--- config.mk ---
export PLATFORM = sky130hd
export DESIGN_NAME = prm_path_reader_flat
export DESIGN_NICKNAME = d
export VERILOG_FILES = /design/src/rtl/prm_path_reader_pkg.sv /design/src/rtl/prm_path_reader_if.sv /design/src/rtl/prm_path_reader_lifo.sv /design/src/rtl/prm_path_reader.sv /design/src/flat_wrapper.sv
export SDC_FILE = /design/constraint.sdc
export NUM_CORES = 2
export LEC_CHECK = 0
export ABC_AREA = 1
export ABC_CLOCK_PERIOD_IN_PS = 2700
export BUFFER_PORTS_ARGS = -buffer_cell sky130_fd_sc_hd__buf_2
export CAP_MARGIN = 20
export CORE_MARGIN = 10
export CORE_UTILIZATION = 50
export CTS_BUF_LIST = sky130_fd_sc_hd__clkbuf_4 sky130_fd_sc_hd__clkbuf_8
export DETAILED_ROUTE_END_ITERATION = 8
export HOLD_SLACK_MARGIN = 0.15
export PLACE_DENSITY = 0.69
export SLEW_MARGIN = 20
export SYNTH_ARGS = -nofsm -noshare
export SYNTH_HDL_FRONTEND = slang
export SYNTH_SLANG_ARGS = --single-unit
--- constraint.sdc ---
create_clock -name CLK -period 2.7 [get_ports CLK]
set_input_delay 0.27 -clock CLK [delete_from_list [all_inputs] [get_ports CLK]]
set_output_delay 0.27 -clock CLK [all_outputs]
set_load 0.005 [all_outputs]
--- src/rtl/prm_path_reader_pkg.sv ---
// Shared types and widths for the PRM path reader.
package prm_pkg;
  localparam int POSE_IDX_W = 11;
  localparam int POSE_CNT_W = 8;
  localparam int COORD_W    = 32;

  typedef enum logic [2:0] {IDLE, LOAD, FETCH, WAIT_RD, ISSUE, MOVE, DONE, ERR} state_t;

  // Sign-extend before subtracting so +/-2^31 extremes cannot wrap.
  function automatic logic signed [COORD_W:0] axis_diff(input logic [COORD_W-1:0] pos,
                                                        input logic [COORD_W-1:0] aim);
    return $signed({pos[COORD_W-1], pos}) - $signed({aim[COORD_W-1], aim});
  endfunction
endpackage

--- src/rtl/prm_path_reader_if.sv ---
// Path-in / pose-RAM / stepper-target bundle of the PRM path reader.
interface prm_path_reader_if
  import prm_pkg::*;
#(parameter int STEPPERS_NUM = 6);
  logic                                 path_start;
  logic                                 abort;
  logic [POSE_CNT_W-1:0]                poseNum;
  logic [POSE_IDX_W-1:0]                poseIndex;
  logic                                 poseIndex_valid;
  logic                                 poseIndex_ready;
  logic                                 pose_rd_en;
  logic [POSE_IDX_W-1:0]                pose_rd_addr;
  logic [STEPPERS_NUM-1:0][COORD_W-1:0] pose_rd_data;
  logic [STEPPERS_NUM-1:0][COORD_W-1:0] stepperPosition;
  logic [STEPPERS_NUM-1:0][COORD_W-1:0] AimPosition;
  logic                                 aim_valid;
  logic                                 aim_ready;
  logic                                 busy;
  logic                                 done;
  logic                                 error;

  modport slave (
    input  path_start, abort, poseNum, poseIndex, poseIndex_valid, pose_rd_data,
           stepperPosition, aim_ready,
    output poseIndex_ready, pose_rd_en, pose_rd_addr, AimPosition, aim_valid, busy, done, error
  );
  modport master (
    output path_start, abort, poseNum, poseIndex, poseIndex_valid, pose_rd_data,
           stepperPosition, aim_ready,
    input  poseIndex_ready, pose_rd_en, pose_rd_addr, AimPosition, aim_valid, busy, done, error
  );
endinterface

--- src/rtl/prm_path_reader_lifo.sv ---
// Path index stack: register array, synchronous write, asynchronous read.
module prm_pose_lifo #(
  parameter  int DEPTH = 256,
  parameter  int W     = 11,
  localparam int PTR_W = $clog2(DEPTH)
) (
  input  logic             clk,
  input  logic             we,
  input  logic [PTR_W-1:0] wr_ptr,
  input  logic [W-1:0]     wdata,
  input  logic [PTR_W-1:0] rd_ptr,
  output logic [W-1:0]     rdata
);
  logic [W-1:0] mem [DEPTH];

  always_ff @(posedge clk)
    if (we) mem[wr_ptr] <= wdata;

  assign rdata = mem[rd_ptr];
endmodule

--- src/rtl/prm_path_reader.sv ---
// PRM path reader: buffers a goal-first index stream, replays it start-to-goal as stepper targets.
// Optional macro PRM_ARRIVE_TOL_EN: per-axis arrival within ARRIVE_TOL instead of exact match.
module prm_path_reader
  import prm_pkg::*;
#(
  parameter int STEPPERS_NUM = 6,
  parameter int POSE_COUNT   = 2048,
  parameter int PATH_DEPTH   = 256,
  parameter int ARRIVE_TOL   = 4
) (
  input logic              CLK,
  input logic              RST_n,
  prm_path_reader_if.slave bus
);
  localparam int PTR_W = $clog2(PATH_DEPTH);
  localparam logic [POSE_IDX_W:0] IDX_LIM = (POSE_IDX_W+1)'(POSE_COUNT);

  if (PATH_DEPTH < 255) begin : g_chk_depth
    $error("PATH_DEPTH must hold a full 255-pose path");
  end
  if (ARRIVE_TOL < 0) begin : g_chk_tol
    $error("ARRIVE_TOL must be non-negative");
  end

  state_t                               state, nxt;
  logic [PTR_W-1:0]                     wr_ptr, rd_ptr;
  logic [POSE_CNT_W-1:0]                count;
  logic [STEPPERS_NUM-1:0][COORD_W-1:0] aim;
  logic                                 zero_done;
  logic [POSE_IDX_W-1:0]                lifo_q;
  logic                                 accept, bad_idx, last_idx, arrived;
  logic [STEPPERS_NUM-1:0]              axis_ok;

  assign accept   = (state == LOAD) && bus.poseIndex_valid;
  assign bad_idx  = {1'b0, bus.poseIndex} >= IDX_LIM;
  assign last_idx = wr_ptr == (PTR_W'(count) - 1'b1);

  prm_pose_lifo #(.DEPTH(PATH_DEPTH), .W(POSE_IDX_W)) u_lifo (
    .clk    (CLK),
    .we     (accept && !bad_idx && !bus.abort),
    .wr_ptr (wr_ptr),
    .wdata  (bus.poseIndex),
    .rd_ptr (rd_ptr),
    .rdata  (lifo_q)
  );

  for (genvar a = 0; a < STEPPERS_NUM; a++) begin : g_axis
    logic signed [COORD_W:0] diff;
    assign diff = axis_diff(bus.stepperPosition[a], aim[a]);
`ifdef PRM_ARRIVE_TOL_EN
    logic [COORD_W:0] mag;
    assign mag        = diff[COORD_W] ? (COORD_W+1)'(-diff) : diff;
    assign axis_ok[a] = mag <= (COORD_W+1)'(ARRIVE_TOL);
`else
    assign axis_ok[a] = diff == '0;
`endif
  end
  assign arrived = &axis_ok;

  always_ff @(posedge CLK)
    if (!RST_n) state <= IDLE;
    else        state <= nxt;

  always_comb begin
    nxt = state;
    if (bus.abort) nxt = IDLE;
    else begin
      unique case (state)
        IDLE:    if (bus.path_start && bus.poseNum != '0) nxt = LOAD;
        LOAD:    if (accept) nxt = bad_idx ? ERR : (last_idx ? FETCH : LOAD);
        FETCH:   nxt = WAIT_RD;
        WAIT_RD: nxt = ISSUE;
        ISSUE:   if (bus.aim_ready) nxt = MOVE;
        MOVE:    if (arrived) nxt = (rd_ptr == '0) ? DONE : FETCH;
        DONE:    nxt = IDLE;
        ERR:     nxt = ERR;
        default: nxt = IDLE;
      endcase
    end
  end

  always_comb begin
    bus.poseIndex_ready = state == LOAD;
    bus.pose_rd_en      = state == FETCH;
    bus.pose_rd_addr    = (state == FETCH) ? lifo_q : '0;
    bus.aim_valid       = state == ISSUE;
    bus.busy            = state != IDLE;
    bus.done            = (state == DONE) || zero_done;
    bus.error           = state == ERR;
    bus.AimPosition     = aim;
  end

  // Pointers, length and target register; the target survives abort.
  always_ff @(posedge CLK) begin
    if (!RST_n) begin
      wr_ptr    <= '0;
      rd_ptr    <= '0;
      count     <= '0;
      aim       <= '0;
      zero_done <= 1'b0;
    end else begin
      zero_done <= 1'b0;
      if (bus.abort) begin
        wr_ptr <= '0;
        rd_ptr <= '0;
        count  <= '0;
      end else begin
        unique case (state)
          IDLE: if (bus.path_start) begin
            if (bus.poseNum == '0) zero_done <= 1'b1;
            else begin
              count  <= bus.poseNum;
              wr_ptr <= '0;
            end
          end
          LOAD: if (accept && !bad_idx) begin
            wr_ptr <= wr_ptr + 1'b1;
            if (last_idx) rd_ptr <= PTR_W'(count) - 1'b1;
          end
          WAIT_RD: aim <= bus.pose_rd_data;
          MOVE:    if (arrived && rd_ptr != '0) rd_ptr <= rd_ptr - 1'b1;
          default: ;
        endcase
      end
    end
  end
endmodule

--- src/flat_wrapper.sv ---
// flat-port wrapper written by rule: the top's interface ports become plain ports
module prm_path_reader_flat import prm_pkg::*;
#(
  parameter int STEPPERS_NUM = 6,
  parameter int POSE_COUNT   = 2048,
  parameter int PATH_DEPTH   = 256,
  parameter int ARRIVE_TOL   = 4
)
  (CLK, RST_n, bus_path_start, bus_abort, bus_poseNum, bus_poseIndex, bus_poseIndex_valid, bus_pose_rd_data, bus_stepperPosition, bus_aim_ready, bus_poseIndex_ready, bus_pose_rd_en, bus_pose_rd_addr, bus_AimPosition, bus_aim_valid, bus_busy, bus_done, bus_error);
  prm_path_reader_if #(.STEPPERS_NUM(STEPPERS_NUM)) bus_i ();
  input logic CLK;
  input logic RST_n;
  input wire logic [$bits(bus_i.path_start)-1:0] bus_path_start;
  input wire logic [$bits(bus_i.abort)-1:0] bus_abort;
  input wire logic [$bits(bus_i.poseNum)-1:0] bus_poseNum;
  input wire logic [$bits(bus_i.poseIndex)-1:0] bus_poseIndex;
  input wire logic [$bits(bus_i.poseIndex_valid)-1:0] bus_poseIndex_valid;
  input wire logic [$bits(bus_i.pose_rd_data)-1:0] bus_pose_rd_data;
  input wire logic [$bits(bus_i.stepperPosition)-1:0] bus_stepperPosition;
  input wire logic [$bits(bus_i.aim_ready)-1:0] bus_aim_ready;
  output wire logic [$bits(bus_i.poseIndex_ready)-1:0] bus_poseIndex_ready;
  output wire logic [$bits(bus_i.pose_rd_en)-1:0] bus_pose_rd_en;
  output wire logic [$bits(bus_i.pose_rd_addr)-1:0] bus_pose_rd_addr;
  output wire logic [$bits(bus_i.AimPosition)-1:0] bus_AimPosition;
  output wire logic [$bits(bus_i.aim_valid)-1:0] bus_aim_valid;
  output wire logic [$bits(bus_i.busy)-1:0] bus_busy;
  output wire logic [$bits(bus_i.done)-1:0] bus_done;
  output wire logic [$bits(bus_i.error)-1:0] bus_error;
  assign bus_i.path_start = bus_path_start;
  assign bus_i.abort = bus_abort;
  assign bus_i.poseNum = bus_poseNum;
  assign bus_i.poseIndex = bus_poseIndex;
  assign bus_i.poseIndex_valid = bus_poseIndex_valid;
  assign bus_i.pose_rd_data = bus_pose_rd_data;
  assign bus_i.stepperPosition = bus_stepperPosition;
  assign bus_i.aim_ready = bus_aim_ready;
  assign bus_poseIndex_ready = bus_i.poseIndex_ready;
  assign bus_pose_rd_en = bus_i.pose_rd_en;
  assign bus_pose_rd_addr = bus_i.pose_rd_addr;
  assign bus_AimPosition = bus_i.AimPosition;
  assign bus_aim_valid = bus_i.aim_valid;
  assign bus_busy = bus_i.busy;
  assign bus_done = bus_i.done;
  assign bus_error = bus_i.error;
  prm_path_reader #(.STEPPERS_NUM(STEPPERS_NUM), .POSE_COUNT(POSE_COUNT), .PATH_DEPTH(PATH_DEPTH), .ARRIVE_TOL(ARRIVE_TOL)) u_core (.CLK(CLK), .RST_n(RST_n), .bus(bus_i));
endmodule
---- After elaboration in Yosys (flattened, before gate mapping) ----
Memory sizes are Yosys's and may differ from the RTL's. A register that Yosys moved wholly into a read port is not among the register bits.
Cells that the tools add are included.
storage, ports and cells
  bits in registers ....................... 220
  bits of input ports ..................... 409
  RAM bits ................................ 2,816
  memories ................................ 1
memories
  memory             words  width  rd ports  clocked after memory_dff  write ports  RTL line                    RTL
  u_core.u_lifo.mem  256    11     1         1                         1            prm_path_reader_lifo.sv:14  logic [W-1:0] mem [DEPTH];
cells by class
  reductions and logical operators ........ 28
  equal/unequal tests ..................... 16
  bitwise operators ....................... 5
  add/subtract/negate cells ............... 9
  multiplexer cells ....................... 21
operators by type and width
  operator                                                number
  zero test 33 bit                                        6
  subtractor 32 x 32 -> 33 bit                            6
  two-way mux 8 bit                                       8
  one-hot mux 8 bit (2 select lines)                      2
  one-hot mux 3 bit (8 select lines)                      1
  zero test 8 bit                                         2
  nonzero test 8 bit                                      2
  subtractor 8 x 1 -> 8 bit (second input constant)       2
  two-way mux 3 bit                                       5
  == test 3 bit (second input constant)                   4
  AND reduction 4 bit                                     3
  two-way mux 11 bit                                      1
  inequality test 2 x 1 -> 1 bit (second input constant)  5
  adder 8 x 1 -> 8 bit (second input constant)            1
  == test 8 bit                                           1
  == test 3 x 2 -> 1 bit (second input constant)          2
  inequality test 2 bit (second input constant)           3
  AND reduction 6 bit                                     1
  inverter 1 bit                                          5
  logical AND 1 bit                                       4
  nonzero test 2 bit                                      2
  OR reduction 4 bit                                      1
  == test 3 x 1 -> 1 bit (second input constant)          1
  zero test 3 bit                                         1
  other kinds (8)                                         10

---- Depth between registers and ports, before layout ----
  depth in word-level cells ............... 8
  gate-level depth with buffers ........... 27
  mapped depth without buffers ............ 27

---- Modules after synthesis ----
From an unflattened synthesis, not the netlist that was laid out.
second synthesis, totals
  cells, all modules ...................... 13,804
  area total of the unflattened synthesis .. 138,308.9 µm²
by module, submodules not included
  module           instances  area an instance (µm²)  cells an instance  sequential area each (µm²)
  prm_pose_lifo    1          114,619.9               9,472              84,561.1
  prm_path_reader  1          23,689.0                4,332              4,404.2

---- Least setup slack after synthesis ----
OpenSTA, ideal clock, no wires.
  path type ............................... reg2reg
  start point ............................. register u_core.state[0]
  end point ............................... memory u_core.u_lifo.mem[137][0] (enable)
  arrival ................................. 2,282 ps
  period minus slack after synthesis ...... 2,676 ps
  path buffers ............................ 0
  path slack .............................. 24 ps
  stages on the path, launching flop included .. 11
  data required time ...................... 2,307 ps
  cell sequence ........................... dfxtp_1 inv_1 nor2_1 inv_1 nor2_1 inv_1 nor2_1 inv_1 nor2_2 nand3_1 nor3_1
between the ends
  cells in the longest elaborated chain, start to end .. 5
ends and longest elaborated chain
  what                                     RTL line                    RTL
  start: declaration                       prm_path_reader.sv:25       state_t state, nxt;
  start signal: assignment                 prm_path_reader.sv:62       else state <= nxt;
  == test 3 x 1 -> 1 bit                   --
  net bus_poseIndex_ready                  flat_wrapper.sv:21          output wire logic [$bits(bus_i.poseIndex_ready)-1:0] bus_poseIndex_ready;
  logical AND 1 bit                        prm_path_reader.sv:34       assign accept = (state == LOAD) && bus.poseIndex_valid;
  logical AND 1 bit                        prm_path_reader.sv:40       .we (accept && !bad_idx && !bus.abort),
  two-way mux 1 bit                        prm_path_reader_lifo.sv:17  if (we) mem[wr_ptr] <= wdata;
  two-way mux 1 bit (implied by the code)  prm_path_reader_lifo.sv:17
  end: declaration                         prm_path_reader_lifo.sv:14
The timed path passes the listed nets, and every way through them passes these cells.

==> run metrics <==
count of distinct cell types in the synthesized netlist=49; effective utilization at floorplan=50.3%; number of register bits inferred by synthesis=3044; leakage power of the design=0.0689 µW; H-tree levels=5; launching point of the worst reg2reg path=u_core.bus.AimPosition[108]$_SDFFE_PN0P_; largest net degree at the start of global routing=97; core region area=0.269 mm²; detailed-placement wirelength estimate=317000 µm; Cells after Synth=13000; Clock transition at path regs=0.06 ns; Setup-failing EPs final=30; path type of the worst setup path=flip-flop to primary output; synthesized area divided by synthesized cell count=10.4 µm²; Hold Fails Final Rpt=0; total vias in the final route=115000; P per Cell Area=570 mW/mm²; data arrival time at the worst-slack endpoint=4.08 ns; count of non-filler cells in the finished layout=19800; prevailing post-synth register cell=sky130_fd_sc_hd__edfxtp_1; routed vias/inst=5.84; share of the synthesized area in the top cell type=62.6%; post-detailed-route DRC marker count=0; Max Fclk=230 MHz; required time of the critical path=2.43 ns; Critical Path Slowest Stage Cell=sky130_fd_sc_hd__dfxtp_4; CTS tree=built; number of placement rows=190; number of enable-type register cells in the synthesized netlist=2816; violated checks=negative setup slack; leading cell types by total area after synthesis=sky130_fd_sc_hd__edfxtp_1 63%, sky130_fd_sc_hd__o21ai_0 6.9%, sky130_fd_sc_hd__nor2_1 6.5%; Crit. End Element=primary output; sequential share of the synthesized area=65.9%; final cycle utilization of the critical path=161%; number of clock sinks=3044; fraction of layout cells with a size suffix above 1=25.0%; Die Y=540 µm; die area=0.292 mm²; largest driver fanout on the critical path=8; overall track demand over capacity in global routing=31.8%; setup TNS=-30.20 ns; most used cell, CP=sky130_fd_sc_hd__buf_12; run status=finished with violations; async set or reset register ratio after synthesis=0%; WHS Path Cells=2; fin nets=16400; number of DRC markers after the initial detailed-route iteration=15200; layout overhead on the synthesized area=31.4%; synthesis warning total=0; wire per inst=25.2 µm; sequence of cells on the critical path=buf_12 -> buf_12 -> buf_12 -> buf_12 -> buf_4 -> o21ai_0 -> o22ai_1 -> nand2_1 -> a21oi_1 -> nor3_1 -> buf_4 -> o22ai_4 -> a21oi_4 -> a311oi_4 -> buf_2; highest ir drop seen on vdd=474 µV; r2r setup slk=-0.71 ns; cell type contributing the most total cell area after synthesis=sky130_fd_sc_hd__edfxtp_1; startpoint type of the worst setup path=flip-flop; horizontal die dimension=540 µm; Max Slew Vio Count=0; Routed WL=498000 µm; Post-Synthesis Cell Area=0.135 mm²; Detailed Routing Iterations Pass 1=9; number of buffer and inverter stages on the critical path=7; number of buffers on the longest clock path=4; gpl congestion=1.03; kind of cell with the highest combined delay on the critical path=compound AO/OA/AOI/OAI gates; clock latency reported for the late side of the worst-skew pair=1.15 ns; residual antenna-violating net count after detailed routing=0; beginning of the worst hold path=bus_poseIndex[5]; input/output buffers=617; unrepaired setup endpoints after global routing=yes; reported max-cap violation count=0; number of clock buffers inserted by TritonCTS=473; Hold Path Class=primary input to flip-flop; overall overflow remaining after global route=0; endpoint of the worst hold-timing path=u_core.u_lifo.mem[100][5]$_DFFE_PP_; normalized max-slew margin=30.8%; antenna violations before repair=49; Cell Count Post-Placement=18100; Boundary Pins=618; first-pass GRT wire length=705000 µm; least setup slack across all paths after layout=-1.65 ns; pin slew with the least headroom to its limit=1.04 ns; Crit path largest cell delay=0.38 ns; total nets after synthesis=13600; Worst Skew=0.0956 ns; number of cells traversed by the worst register-to-register path=22; Root Buffer Master=sky130_fd_sc_hd__clkbuf_8; via count of the first global-routing pass=108000; Final min period=4.35 ns; Filler cells=19400
worst max-delay path by stage:
| stage | from | to | slack [ns] | cells past startpoint |
|---|---|---|---|---|
| 2_1_floorplan | u_core.state[0]$_SDFFE_PP0P_ | u_core.u_lifo.mem[137][0]$_DFFE_PP_ | 0.02 | 10 |
| 3_3_place_gp | bus_stepperPosition[20] | u_core.state[2]$_SDFFE_PP0P_ | -1.40 | 23 |
| 3_5_place_dp | u_core.bus.AimPosition[46]$_SDFFE_PN0P_ | flip-flop | -1.38 | 23 |
| 4_1_cts | flip-flop | bus_pose_rd_addr[10] | -1.64 | 16 |
| 5_1_grt | flip-flop | bus_pose_rd_addr[8] | -1.67 | 16 |
| 6_report | flip-flop | bus_pose_rd_addr[1] | -1.65 | 15 |
layer usage:
layer / wire length [µm] / track usage, %
met5: 191 / 0
met4: 36600 / 19.7
met3: 55000 / 5.84
met2: 226000 / 50.5
met1: 179000 / 40.5
timing repair:
item / CTS / global route
endpoints found under the hold margin: 3233 / 0
hold buffers: 578 / 0
gates cloned: 28 / 32
buffers inserted: 39 / 55
endpoints found under the setup margin: 46 / 341
gates resized for setup: 610 / 504
pin swaps: 148 / 185
synth_stat cells, drive strengths merged (6+ instances only):
| master | count |
|---|---|
| a21oi | 380 |
| a311oi | 11 |
| a31oi | 12 |
| and2 | 12 |
| buf | 207 |
| clkbuf | 511 |
| clkinv | 6 |
| dfxtp | 228 |
| edfxtp | 2816 |
| ha | 198 |
| inv | 950 |
| nand2 | 1917 |
| nand3 | 456 |
| nand3b | 39 |
| nand4 | 56 |
| nor2 | 2342 |
| nor3 | 51 |
| nor4 | 8 |
| o21ai | 1884 |
| o21bai | 20 |
| o22ai | 823 |
| o31ai | 6 |
| or2 | 6 |
| xnor2 | 22 |
| xor2 | 35 |
flip-flops by register name, summed over array words and instances, names as in the netlist, named ones only:
signal and cells:
u_core.rd_ptr 8, u_core.wr_ptr 8, u_core.u_lifo.mem 2816, u_core.count 8, u_core.state 3, u_core.zero_done 1, u_core.bus.AimPosition 192
where the power goes:
part | leakage, µW | switching, µW | total (µW) | internal (µW)
combinational | 0.0367 | 6240 | 10400 | 4130
sequential | 0.0272 | 26.9 | 51500 | 51500
clock | 0.00500 | 18700 | 39400 | 20700
total | 0.0689 | 25000 | 101000 | 76300
cell families (layout without fill, tap and decap cells):
family	Yosys count	count (layout)	share of synthesized area, %
fa+ha+maj	198	198	1.83
xor+xnor	57	57	0.369
other cells	0	32	0
buf+inv	1674	4828	4.86
flops	3044	3044	65.9
simple gates	4891	4892	14.5
compound gates	3148	3148	12.5
worst reg2reg max path: cells and delay by family, from the launching register on:
kind,cells,cell delay [ns]
buf+inv,3,0.31
simple gates,16,2.06
xor+xnor,1,0.18
compound gates,1,0.15
flops,1,0.40
fa+ha+maj,1,0.25
layout make-up:
class                   count  area, µm²  share of cell area, %
clock inverters           217       1700                  0.957
repair buffers           3017      27000                   15.2
clock buffers             636       7770                   4.38
repair inverters            2       28.8                 0.0162
flip-flops and latches   3044      89200                   50.2
multi-input cells        8295      43700                   24.6
diodes                     32       80.1                 0.0451
inverters                 956       3670                   2.07
well taps                3552       4440                   2.50
stage by stage:
step	util (%)	hold slack, ns	setup WS (ns)	total power [µW]	area (µm²)
after floorplan	-	0.369	0.0244	56200	135000
after global placement	57.7	0.459	-1.40	60700	155000
after detailed placement	57.7	0.464	-1.38	60700	155000
after CTS	64.9	0.153	-1.64	101000	174000
after global routing	66.1	0.236	-1.67	104000	178000
final	66.1	0.205	-1.65	101000	178000
cell usage in the layout, fill, tap and decap left out, types with 58 or more instances in the layout:
cell                               n
sky130_fd_sc_hd__edfxtp_1       2816
sky130_fd_sc_hd__nor2_1         2237
sky130_fd_sc_hd__o21ai_0        1750
sky130_fd_sc_hd__nand2_1        1735
sky130_fd_sc_hd__buf_4          1492
sky130_fd_sc_hd__inv_1           895
sky130_fd_sc_hd__o22ai_1         732
sky130_fd_sc_hd__buf_2           605
sky130_fd_sc_hd__dlygate4sd3_1   578
sky130_fd_sc_hd__clkbuf_8        479
sky130_fd_sc_hd__nand3_1         343
sky130_fd_sc_hd__a21oi_1         311
sky130_fd_sc_hd__dfxtp_1         188
sky130_fd_sc_hd__buf_12          183
sky130_fd_sc_hd__nand2_2         166
sky130_fd_sc_hd__clkbuf_4        157
sky130_fd_sc_hd__o21ai_1         116
sky130_fd_sc_hd__clkinv_1        115
sky130_fd_sc_hd__ha_4            105
sky130_fd_sc_hd__nand3_2          97
sky130_fd_sc_hd__o22ai_2          88
sky130_fd_sc_hd__ha_1             83
sky130_fd_sc_hd__nor2_2           81
sky130_fd_sc_hd__a21oi_2          58
Power figures use the tool's default switching activity.
